==> src/rtl/sp_mem_arbiter.sv <==
// Round-robin arbiter with bounded hold sharing one single-port MEM.
// Optional MEM_ARB_PERF_EN adds per-port grant/wait counters.
module sp_mem_arbiter #(
    parameter int AW       = 12,
    parameter int DW       = 32,
    parameter int MAX_HOLD = 4
) (
    input  logic          clk,
    input  logic          rst,
    input  logic          req0,
    input  logic          we0,
    input  logic [AW-1:0] addr0,
    input  logic [DW-1:0] wdata0,
    output logic          gnt0,
    output logic          rvalid0,
    output logic [DW-1:0] rdata0,
    input  logic          req1,
    input  logic          we1,
    input  logic [AW-1:0] addr1,
    input  logic [DW-1:0] wdata1,
    output logic          gnt1,
    output logic          rvalid1,
    output logic [DW-1:0] rdata1,
    output logic [AW-1:0] mem_a,
    output logic [DW-1:0] mem_d,
    output logic          mem_wen,
    input  logic [DW-1:0] mem_q
`ifdef MEM_ARB_PERF_EN
    ,
    output logic [15:0]   gcnt0,
    output logic [15:0]   gcnt1,
    output logic [15:0]   wcnt0,
    output logic [15:0]   wcnt1
`endif
);

    localparam logic [3:0] MAX_H = 4'(MAX_HOLD);

    typedef enum logic [1:0] {
        IDLE = 2'd0,
        OWN0 = 2'd1,
        OWN1 = 2'd2
    } state_t;

    state_t     state;
    logic [3:0] hold_cnt;
    logic       rr_next;
    logic       rv0_q;
    logic       rv1_q;
    logic       wr0;
    logic       wr1;
    logic       both;
    logic       held_out;

    assign both     = req0 & req1;
    assign held_out = (hold_cnt >= MAX_H);

    always_comb begin
        gnt0 = 1'b0;
        gnt1 = 1'b0;
        if (!rst) begin
            unique case (state)
                IDLE: begin
                    if (both) begin
                        gnt0 = ~rr_next;
                        gnt1 = rr_next;
                    end else begin
                        gnt0 = req0;
                        gnt1 = req1;
                    end
                end
                OWN0: begin
                    if (both) begin
                        gnt0 = ~held_out;
                        gnt1 = held_out;
                    end else begin
                        gnt0 = req0;
                        gnt1 = req1;
                    end
                end
                OWN1: begin
                    if (both) begin
                        gnt1 = ~held_out;
                        gnt0 = held_out;
                    end else begin
                        gnt0 = req0;
                        gnt1 = req1;
                    end
                end
                default: begin
                    gnt0 = 1'b0;
                    gnt1 = 1'b0;
                end
            endcase
        end
    end

    assign wr0 = gnt0 & we0;
    assign wr1 = gnt1 & we1;

    always_comb begin
        mem_a   = '0;
        mem_d   = '0;
        mem_wen = 1'b1;
        unique case (1'b1)
            gnt0: begin
                mem_a   = addr0;
                mem_d   = wr0 ? wdata0 : '0;
                mem_wen = ~wr0;
            end
            gnt1: begin
                mem_a   = addr1;
                mem_d   = wr1 ? wdata1 : '0;
                mem_wen = ~wr1;
            end
            default: begin
                mem_a   = '0;
                mem_d   = '0;
                mem_wen = 1'b1;
            end
        endcase
    end

    // Staying with the current owner bumps the hold count; any switch restarts it.
    always_ff @(posedge clk) begin
        if (rst) begin
            state    <= IDLE;
            hold_cnt <= 4'd0;
            rr_next  <= 1'b0;
            rv0_q    <= 1'b0;
            rv1_q    <= 1'b0;
        end else begin
            rv0_q <= gnt0 & ~we0;
            rv1_q <= gnt1 & ~we1;
            if (gnt0) begin
                state   <= OWN0;
                rr_next <= 1'b1;
                if (state == OWN0)
                    hold_cnt <= held_out ? hold_cnt : hold_cnt + 4'd1;
                else
                    hold_cnt <= 4'd1;
            end else if (gnt1) begin
                state   <= OWN1;
                rr_next <= 1'b0;
                if (state == OWN1)
                    hold_cnt <= held_out ? hold_cnt : hold_cnt + 4'd1;
                else
                    hold_cnt <= 4'd1;
            end else begin
                state    <= IDLE;
                hold_cnt <= 4'd0;
            end
        end
    end

    // Reset squashes a return that was already in flight.
    assign rvalid0 = rv0_q & ~rst;
    assign rvalid1 = rv1_q & ~rst;
    assign rdata0  = rvalid0 ? mem_q : '0;
    assign rdata1  = rvalid1 ? mem_q : '0;

`ifdef MEM_ARB_PERF_EN
    always_ff @(posedge clk) begin
        if (rst) begin
            gcnt0 <= 16'd0;
            gcnt1 <= 16'd0;
            wcnt0 <= 16'd0;
            wcnt1 <= 16'd0;
        end else begin
            if (req0 && gnt0 && gcnt0 != 16'hFFFF)
                gcnt0 <= gcnt0 + 16'd1;
            if (req1 && gnt1 && gcnt1 != 16'hFFFF)
                gcnt1 <= gcnt1 + 16'd1;
            if (req0 && !gnt0 && wcnt0 != 16'hFFFF)
                wcnt0 <= wcnt0 + 16'd1;
            if (req1 && !gnt1 && wcnt1 != 16'hFFFF)
                wcnt1 <= wcnt1 + 16'd1;
        end
    end
`endif

endmodule

==> config.mk <==
export PLATFORM = sky130hd
export DESIGN_NAME = sp_mem_arbiter
export DESIGN_NICKNAME = d
export VERILOG_FILES = /design/src/rtl/sp_mem_arbiter.sv
export SDC_FILE = /design/constraint.sdc
export NUM_CORES = 1
export LEC_CHECK = 0
export CAP_MARGIN = 20
export CORE_ASPECT_RATIO = 0.75
export CORE_MARGIN = 3
export CORE_UTILIZATION = 23
export DETAILED_ROUTE_END_ITERATION = 6
export GPL_TIMING_DRIVEN = 0
export MAX_ROUTING_LAYER = met4
export PLACE_DENSITY = 0.91
export SLEW_MARGIN = 20
export SYNTH_ARGS = -nofsm -noshare
export SYNTH_HDL_FRONTEND = slang
export SYNTH_SLANG_ARGS = --single-unit
export TNS_END_PERCENT = 100
==> constraint.sdc <==
create_clock -name clk -period 2 [get_ports clk]
set_input_delay 0.3 -clock clk [delete_from_list [all_inputs] [get_ports clk]]
set_output_delay 0.3 -clock clk [all_outputs]
set_load 0.05 [all_outputs]
==> impl_metrics.toml <==
[setup_path]
arrival_ns = 1.89
cp.required_ns = 1.70
start_kind = "flip-flop"
end_kind = "output port"
path_class = "flip-flop to output port"
crit_path_max_fanout = 7

[floorplan]
fp.dieW_um = 101
coreArea_um2 = 6470
initial_core_util = 0.243
io_pins = 239
row_count = 25
die_h_um = 77.6
die_area_um2 = 7870

[finish]
antenna_cells = 0
syn_to_final_growth_pct = 185
fin_util = 0.691
nets = 567
layout_common_cells = "clkdlybuf4s50_1 (122), and2_1 (65), clkdlybuf4s15_2 (51)"
drive_above_1_share = 0.387
fin_cells = 520
layout_commonest_cell = "clkdlybuf4s50_1"
nFillCells = 469

[detailed_routing]
routedWlPerCell_um = 18.8
vias_per_cell = 4.74
initialDrtViolationCount = 44
routed_wl_um = 9760
drt_first_pass_iters = 4
num_vias = 2467
drc = 0
antenna_left = 0

[timing]
worst_slack_ns = -0.190
max_freq_ghz = 0.457
slew_violations = 0
relSlewSlack = 0.625
fin_crit_ns = 2.19
hold_ws_ns = 0.419
rsz0062_at_grt = "true"
fin_skew_ns = 0.000886
setup_viol = 46
hold_violations = 0
worst_slew_pin_slew_ns = 0.565
fin_crit_sh = 1.10

[yosys]
synth_nets = 315
yosysWarnings = 0
synth_top_area_share = 0.259
syn_avg_cell_area_um2 = 8.36
synth_edf_count = 0
synthTopCellsByArea = "and2_1 (26%), a22o_1 (25%), dfxtp_1 (11%)"
syn_inst = 188
synthesis.area_um2 = 1570
yosys.area.top_type = "and2_1"
yosys_register_bits = 9
async_flop_share = 0
seq_area_frac_synth = 0.115
yosysUniqueCellTypes = 39
ys.flop_type = "dfxtp_1"

[placed_design]
dpl.hpwl_um = 7710
routabilityCongestion = 0.899
place_ws_ns = -1.09
dp_cells = 506
io_buffers = 237

[power]
p_per_area_nw_per_um2 = 320
p_leak_nw = 1.88
power_w = 0.00143
peakVddDrop_uv = 399

[global_routing]
grt-busiest-layer = "met2"
grt_pass1_wl_um = 14300
grt_pass1_vias = 2540
gr-usage-met2 = 0.439
grtUsageMet3 = 0.0359
grt_max_degree = 11
grt_usage = 0.231
antenna_found_initial = 0
overflow = 0
gr-usage-met1 = 0.256

[clocking]
cts.sinks = 9
clockBufferDepth = 2
cts_root_buffer = "clkbuf_8"
cts_tree = "built"
clock_latency_ns = 0.23
cts_hold_repair.buffers = 0
cts.clk_slew.worst_paths_ns = 0.04
h-tree-depth = 1
cts_buffers = 3

[run]
maxCapViolations = 0

[run_status]
violations = "negative setup slack"
status = "complete, but fails checks"

[hold_path]
holdCritPathClass = "input pin to flip-flop"
[stage by stage]
| step | setup TNS, ns | area [um2] |
|---|---|---|
| final | -6.39 | 4480 |
| after global routing | -11.09 | 4480 |
| after CTS | -6.22 | 4350 |
| after detailed placement | -101.55 | 4070 |
| after global placement | -97.28 | 4070 |
| after floorplan | 0 | 1590 |
[worst paths after layout]
| kind | from | to | slack (ns) | cells after the start |
|---|---|---|---|---|
| worst min-delay path | req0 | hold_cnt[3] | 0.42 | 3 |
| worst max register to register | state[0] | rr_next | 0.49 | 7 |
| worst max-delay path | state[1] | mem_d[29] | -0.19 | 7 |
| worst min register to register | hold_cnt[3] | hold_cnt[3] | 0.50 | 2 |
[critical path, cell delays in order (launching register included)]
cell	delay [ns]
dfxtp_2	0.32
buf_6	0.13
and4bb_1	0.21
a31oi_4	0.17
and3_4	0.31
clkbuf_16	0.17
a22o_1	0.17
buf_6	0.17
[synth_stat cells (all sizes together) (2+ instances only)]
cell type,number
buf,14
nor2b,2
and4,3
clkbuf,7
and2,66
a31oi,3
a31o,3
and3,3
nand3,2
a22o,44
a21oi,5
inv,6
dfxtp,9
nand2,2
nor2,3
[registers in the layout, summed over array words and instances (netlist names)]
name and flops:
hold_cnt 4, state 2, rr_next 1, rv0_q 1
rv1_q 1
[routing by layer]
metal | wire length, um | part of all wire
met1 | 3760 | 0.39
met4 | 142 | 0.015
met5 | 0 | 0
met2 | 5350 | 0.55
met3 | 497 | 0.051
[kinds of logic (layout without fill, tap and decap cells)]
family	Yosys count	in the layout	synth area share
flip-flops	9	9	0.115
multiplexers	1	1	0.00637
buffers and inverters	27	278	0.145
XOR/XNOR	1	1	0.00557
adder cells (fa/ha/maj)	1	1	0.00796
AO/OA/AOI/OAI	61	61	0.345
AND/OR/NAND/NOR	88	88	0.376
[layout make-up]
type                       count  area (um2)  share of cell area
tap                           81         101              0.0226
buffer                        18         199              0.0445
clock buffer                   4        45.0              0.0101
multi-input combinational    152        1240               0.278
inverter                       6        22.5             0.00503
sequential                     9         183              0.0408
timing repair buffer         250        2680               0.599
[repair_timing]
action                                  CTS  global route
resized for setup                       547            18
cloned                                    1             4
buffers inserted                          5             3
pin swaps                                11            31
endpoints found under the setup margin  113           106
[power by group]
group	switching (W)	internal (W)	total (W)
sequential	0.00000831	0.000191	0.000199
combinational	0.000508	0.000515	0.00102
clock	0.0000705	0.000139	0.000209
Power figures use the tool's default switching activity.
